### src/rtl/tm1637_digit_sequencer.sv
// TM1637 digit sequencer: latches four BCD digits plus display settings and
// streams one complete TM1637 update frame (data cmd, address cmd, four
// segment bytes, control cmd) to the bit serializer over valid/ready.
module tm1637_digit_sequencer #(
  parameter bit         BLANK_LEADING = 1'b1,
  parameter logic [7:0] INVALID_SEG   = 8'h40
) (
  input  logic       clk,
  input  logic       rst_n,
  input  logic [3:0] thousands,
  input  logic [3:0] hundreds,
  input  logic [3:0] tens,
  input  logic [3:0] ones,
  input  logic       colon,
  input  logic [2:0] brightness,
  input  logic       display_on,
  input  logic       update,
  output logic       busy,
  output logic [7:0] byte_data,
  output logic       byte_valid,
  output logic       byte_last,
  input  logic       byte_ready,
  output logic       frame_done
);

  typedef enum logic [2:0] {
    IDLE, CMD_DATA, CMD_ADDR, DIG0, DIG1, DIG2, DIG3, CMD_CTRL
  } state_t;

  localparam logic [7:0] CMD_DATA_BYTE = 8'h40;
  localparam logic [7:0] CMD_ADDR_BYTE = 8'hC0;

  state_t     state;
  logic       pending;
  logic [3:0] th_q, hu_q, te_q, on_q_dig;
  logic       colon_q, disp_q;
  logic [2:0] bright_q;

  logic       hs;
  logic       start;
  logic       blank0, blank1, blank2;
  logic [7:0] dig0_b, dig1_b, dig2_b, dig3_b, ctrl_b;

  function automatic logic [7:0] seg7(input logic [3:0] d);
    case (d)
      4'd0:    seg7 = 8'h3F;
      4'd1:    seg7 = 8'h06;
      4'd2:    seg7 = 8'h5B;
      4'd3:    seg7 = 8'h4F;
      4'd4:    seg7 = 8'h66;
      4'd5:    seg7 = 8'h6D;
      4'd6:    seg7 = 8'h7D;
      4'd7:    seg7 = 8'h07;
      4'd8:    seg7 = 8'h7F;
      4'd9:    seg7 = 8'h6F;
      default: seg7 = INVALID_SEG;
    endcase
  endfunction

  assign hs = byte_valid & byte_ready;

  // A frame starts from IDLE on update, or back-to-back when the control byte
  // is accepted with a request outstanding (including one arriving that cycle).
  assign start = ((state == IDLE) && update) ||
                 ((state == CMD_CTRL) && hs && (pending || update));

  // Segment bytes from the latched frame values, with leading-zero blanking.
  always_comb begin
    blank0 = BLANK_LEADING && (th_q == 4'd0);
    blank1 = blank0 && (hu_q == 4'd0);
    blank2 = blank1 && (te_q == 4'd0);
    dig0_b = blank0 ? '0 : seg7(th_q);
    dig1_b = (blank1 ? '0 : seg7(hu_q)) | {colon_q, 7'b0};
    dig2_b = blank2 ? '0 : seg7(te_q);
    dig3_b = seg7(on_q_dig);
    ctrl_b = {4'b1000, disp_q, bright_q};
  end

  // Frame inputs are captured only when a frame starts.
  always_ff @(posedge clk or negedge rst_n) begin
    if (!rst_n) begin
      th_q     <= '0;
      hu_q     <= '0;
      te_q     <= '0;
      on_q_dig <= '0;
      colon_q  <= 1'b0;
      disp_q   <= 1'b0;
      bright_q <= '0;
    end else if (start) begin
      th_q     <= thousands;
      hu_q     <= hundreds;
      te_q     <= tens;
      on_q_dig <= ones;
      colon_q  <= colon;
      disp_q   <= display_on;
      bright_q <= brightness;
    end
  end

  // Frame sequencer: presents each byte registered, advances only on handshake.
  always_ff @(posedge clk or negedge rst_n) begin
    if (!rst_n) begin
      state      <= IDLE;
      pending    <= 1'b0;
      busy       <= 1'b0;
      byte_data  <= '0;
      byte_valid <= 1'b0;
      byte_last  <= 1'b0;
      frame_done <= 1'b0;
    end else begin
      frame_done <= 1'b0;
      if (state == IDLE) begin
        if (update) begin
          state      <= CMD_DATA;
          busy       <= 1'b1;
          byte_valid <= 1'b1;
          byte_data  <= CMD_DATA_BYTE;
          byte_last  <= 1'b1;
        end
      end else begin
        if (update) pending <= 1'b1;
        if (hs) begin
          case (state)
            CMD_DATA: begin
              state     <= CMD_ADDR;
              byte_data <= CMD_ADDR_BYTE;
              byte_last <= 1'b0;
            end
            CMD_ADDR: begin
              state     <= DIG0;
              byte_data <= dig0_b;
              byte_last <= 1'b0;
            end
            DIG0: begin
              state     <= DIG1;
              byte_data <= dig1_b;
              byte_last <= 1'b0;
            end
            DIG1: begin
              state     <= DIG2;
              byte_data <= dig2_b;
              byte_last <= 1'b0;
            end
            DIG2: begin
              state     <= DIG3;
              byte_data <= dig3_b;
              byte_last <= 1'b1;
            end
            DIG3: begin
              state     <= CMD_CTRL;
              byte_data <= ctrl_b;
              byte_last <= 1'b1;
            end
            CMD_CTRL: begin
              frame_done <= 1'b1;
              // The clear here overrides the set above, so a request arriving
              // on this cycle is consumed by the restarted frame.
              pending    <= 1'b0;
              if (pending || update) begin
                state     <= CMD_DATA;
                byte_data <= CMD_DATA_BYTE;
                byte_last <= 1'b1;
              end else begin
                state      <= IDLE;
                busy       <= 1'b0;
                byte_valid <= 1'b0;
                byte_data  <= '0;
                byte_last  <= 1'b0;
              end
            end
            default: state <= IDLE;
          endcase
        end
      end
    end
  end

endmodule

### config.mk
export PLATFORM = sky130hd
export DESIGN_NAME = tm1637_digit_sequencer
export DESIGN_NICKNAME = d
export VERILOG_FILES = /design/src/rtl/tm1637_digit_sequencer.sv
export SDC_FILE = /design/constraint.sdc
export NUM_CORES = 1
export LEC_CHECK = 0
export ABC_AREA = 1
export CORE_UTILIZATION = 56
export CTS_CLUSTER_DIAMETER = 150
export DETAILED_ROUTE_END_ITERATION = 16
export GPL_TIMING_DRIVEN = 1
export PLACE_DENSITY = 0.82
export SYNTH_ARGS = -nofsm -noshare
export SYNTH_HDL_FRONTEND = slang
export SYNTH_SLANG_ARGS = --single-unit
### constraint.sdc
create_clock -name clk -period 4 [get_ports clk]
set_input_delay 0.8 -clock clk [delete_from_list [all_inputs] [get_ports clk]]
set_output_delay 0.8 -clock clk [all_outputs]
set_load 0.01 [all_outputs]
==> flow_metrics.env <==
export IMPL_crit_path_max_incr_delay_ns=0.84
export IMPL_switching_power_uw=135
export IMPL_dpl_hpwl_mm=3.95
export IMPL_num_vias=2192
export IMPL_drtIter0Drc=154
export IMPL_cts_sinks=36
export IMPL_worst_slack_ns=1.44
export IMPL_drc_errors=0
export IMPL_p_seq_frac=0.551
export IMPL_layout_cells_non_filler=418
export IMPL_arrival_ns=2.74
export IMPL_worst_setup_path_end_kind="register"
export IMPL_hold_class="register to register"
export IMPL_fin_setup_tns_ns=0
export IMPL_grt_pass1_wl_mm=9.02
export IMPL_cp_top_family="compound AO/OA/AOI/OAI gates"
export IMPL_die_area_um2=4700
export IMPL_clkPwrFrac=0.402
export IMPL_cellPowerDensity_nw_per_um2=223
export IMPL_final_area_um2=2960
export IMPL_relSlewSlack=0.259
export IMPL_worstMarginPinSlew_ns=1.11
export IMPL_regArea_um2=901
export IMPL_fmax_mhz=390
export IMPL_clkTransAtPathRegs_ns=0.07
export IMPL_core_rowCount=23
export IMPL_crit_path_max_fanout=40
export IMPL_ctsHoldBuffers=0
export IMPL_syn_inst=326
export IMPL_port_buffer_count=36
export IMPL_p_leak_nw=1.50
export IMPL_cp_slowest_cell="o21ai_4"
export IMPL_die_x_um=68.6
export IMPL_core_um2=4120
export IMPL_rsz0062_at_grt="false"
export IMPL_n_antenna_cell=0
export IMPL_p_sw_frac=0.205
export IMPL_gp_congestion=0.949
export IMPL_drt_total_wl_mm=5.22
export IMPL_cts_tree="yes"
export IMPL_syn_nets=375
export IMPL_fin_nets=416
export IMPL_io_pins=37
export IMPL_multiInputGateArea_um2=1350
export IMPL_ys_seq_area_frac=0.363
export IMPL_viasPerCell=5.24
export IMPL_timing_final_crit_share=0.641
export IMPL_grt_pass1_vias=2097
export IMPL_clk_latency_ns=0.29
export IMPL_ctsHtreeMaxLevel=2
export IMPL_ant_nets=0
export IMPL_place_inst=410
export IMPL_final_util=0.720
export IMPL_grt_usage=0.260
export IMPL_cts_root_buf="clkbuf_8"
export IMPL_maxCapViolCount=0
export IMPL_drt_first_pass_iters=4
export IMPL_finalPower_uw=660
export IMPL_worstReg2RegStart="state[0]$_DFFE_PN0P_"
export IMPL_synth_area_um2=2480
export IMPL_p_comb_frac=0.047
export IMPL_initial_utilization=0.603
export IMPL_grt_overflow_total=0
export IMPL_cts_buffer_depth=2
export IMPL_post_cts_repair_setup_buffers=0
export IMPL_startpoint="byte_ready"
export IMPL_avgSynthCellArea_um2=7.61
export IMPL_area_growth_pct=19.5
export IMPL_regToRegSetupSlack_ns=1.80
export IMPL_status="finished clean"
export IMPL_finalHoldViolCount=0
export IMPL_yosysUniqueCellTypes=24
export IMPL_yosys_warnings=0
export IMPL_cp_cell_sequence="clkdlybuf4s50_1 -> nand2_1 -> nor2_4 -> inv_2 -> o21ai_4 -> buf_4 -> o21ai_2"
export IMPL_numCtsBuffers=5
export IMPL_cp_start_kind="input port"
export IMPL_wl_per_cell_um=12.5
export IMPL_holdWs_ns=0.479
export IMPL_place_ws_ns=1.12
export IMPL_p_int_uw=525
export IMPL_hold_start="byte_data[4]$_DFFE_PN0P_"
export IMPL_worstPathRequired_ns=4.18
export IMPL_place_area_um2=2870
export IMPL_crit_type="input port to register"
export IMPL_layout_drive_gt1_share=0.122
export IMPL_crit_buf_inv=3
export IMPL_setup_violations=0
export IMPL_antenna_found_initial=0
export IMPL_ir_worst_vdd_v=0.000162
export IMPL_period_needed_ns=2.56
export IMPL_fill_cells=345
export IMPL_maxSlewViolCount=0
export IMPL_clock_skew_ns=0.00716
export IMPL_cts_resized=0
export IMPL_synth_seq_cells=36
export IMPL_die_height_um=68.6
export IMPL_grt_max_degree=41
layer usage:
| metal | wire (µm) | part of all wire | GRT usage | up-vias |
|---|---|---|---|---|
| met5 | 0 | 0 | 0 | - |
| li1 | - | - | - | 1115 |
| met2 | 2480 | 0.48 | 0.442 | 68 |
| met3 | 285 | 0.055 | 0.0559 | 10 |
| met4 | 96 | 0.018 | 0.0885 | 0 |
| met1 | 2360 | 0.45 | 0.324 | 999 |
state kept, by name, summed over array words and instances (netlist names):
signal and flops:
on_q_dig 4, bright_q 3, byte_data 8, byte_valid 1
pending 1, th_q 4, colon_q 1, byte_last 1
te_q 4, frame_done 1, disp_q 1, state 3
hu_q 4
area by class of cell:
class	count	share of cell area
multi-input combinational	237	0.455
timing repair buffer	39	0.129
tap	50	0.0211
sequential	36	0.304
clock buffer	8	0.0304
inverter	48	0.0608
worst reg2reg max path: cells and delay by family, from the launching register on:
| kind | cells | cell delay (ns) |
|---|---|---|
| AO/OA/AOI/OAI | 2 | 0.89 |
| adder cells (fa/ha/maj) | 1 | 0.25 |
| AND/OR/NAND/NOR | 2 | 0.23 |
| buffers and inverters | 2 | 0.33 |
| flip-flops | 1 | 0.38 |
worst paths after layout:
path,end,cells past startpoint
hold reg to reg,byte_data[4]$_DFFE_PN0P_,2
min in group asynchronous,te_q[3]$_DFFE_PN0P_,2
max in group asynchronous,bright_q[0]$_DFFE_PN0P_,2
setup / recovery,te_q[3]$_DFFE_PN0P_,7
setup reg to reg,te_q[3]$_DFFE_PN0P_,7
hold / removal,byte_data[4]$_DFFE_PN0P_,2
power by group through the flow:
stage	registers, mW	clock network [mW]	logic [mW]
after floorplan	0.371	0	0.0000178
after global placement	0.371	0	0.0313
after detailed placement	0.371	0	0.0316
after CTS	0.364	0.271	0.0318
after global routing	0.364	0.286	0.0340
final	0.364	0.266	0.0309
logic make-up (layout without fill, tap and decap cells):
family                     count (synthesis)  in the layout  synth area share
and+or+nand+nor                          163            163             0.279
buffers and inverters                     53             95            0.0938
AOI/OAI and AO/OA                         50             50             0.143
DFF                                       36             36             0.363
adders and majority gates                 24             24             0.121
cell usage after synthesis (all sizes together):
| library cell | instances | area (µm²) |
|---|---|---|
| nand2 | 85 | 327 |
| inv | 48 | 180 |
| o21ai | 38 | 280 |
| dfrtp | 36 | 901 |
| nor2 | 35 | 139 |
| nand3 | 33 | 170 |
| ha | 24 | 300 |
| a21oi | 6 | 30.0 |
| buf | 5 | 52.6 |
| nor3 | 5 | 25.0 |
| or2 | 4 | 25.0 |
| o211ai | 2 | 15.0 |
| a211oi | 1 | 7.51 |
| nand4 | 1 | 6.26 |
| o21bai | 1 | 7.51 |
| o221ai | 1 | 8.76 |
| o22ai | 1 | 6.26 |
cell usage in the layout (no fill, tap or decap), drive strengths merged:
cell type      netlist  layout
inv                 48      48
nand2               85      85
o221ai               1       1
clkdlybuf4s50        0      36
dfrtp               36      36
nand3               33      33
nor2                35      35
o21bai               1       1
nand4                1       1
buf                  5       3
or2                  4       4
nor3                 5       5
o21ai               38      38
clkbuf               0       8
o211ai               2       2
a21oi                6       6
a211oi               1       1
ha                  24      24
o22ai                1       1
(Power assumes the default switching activity.)
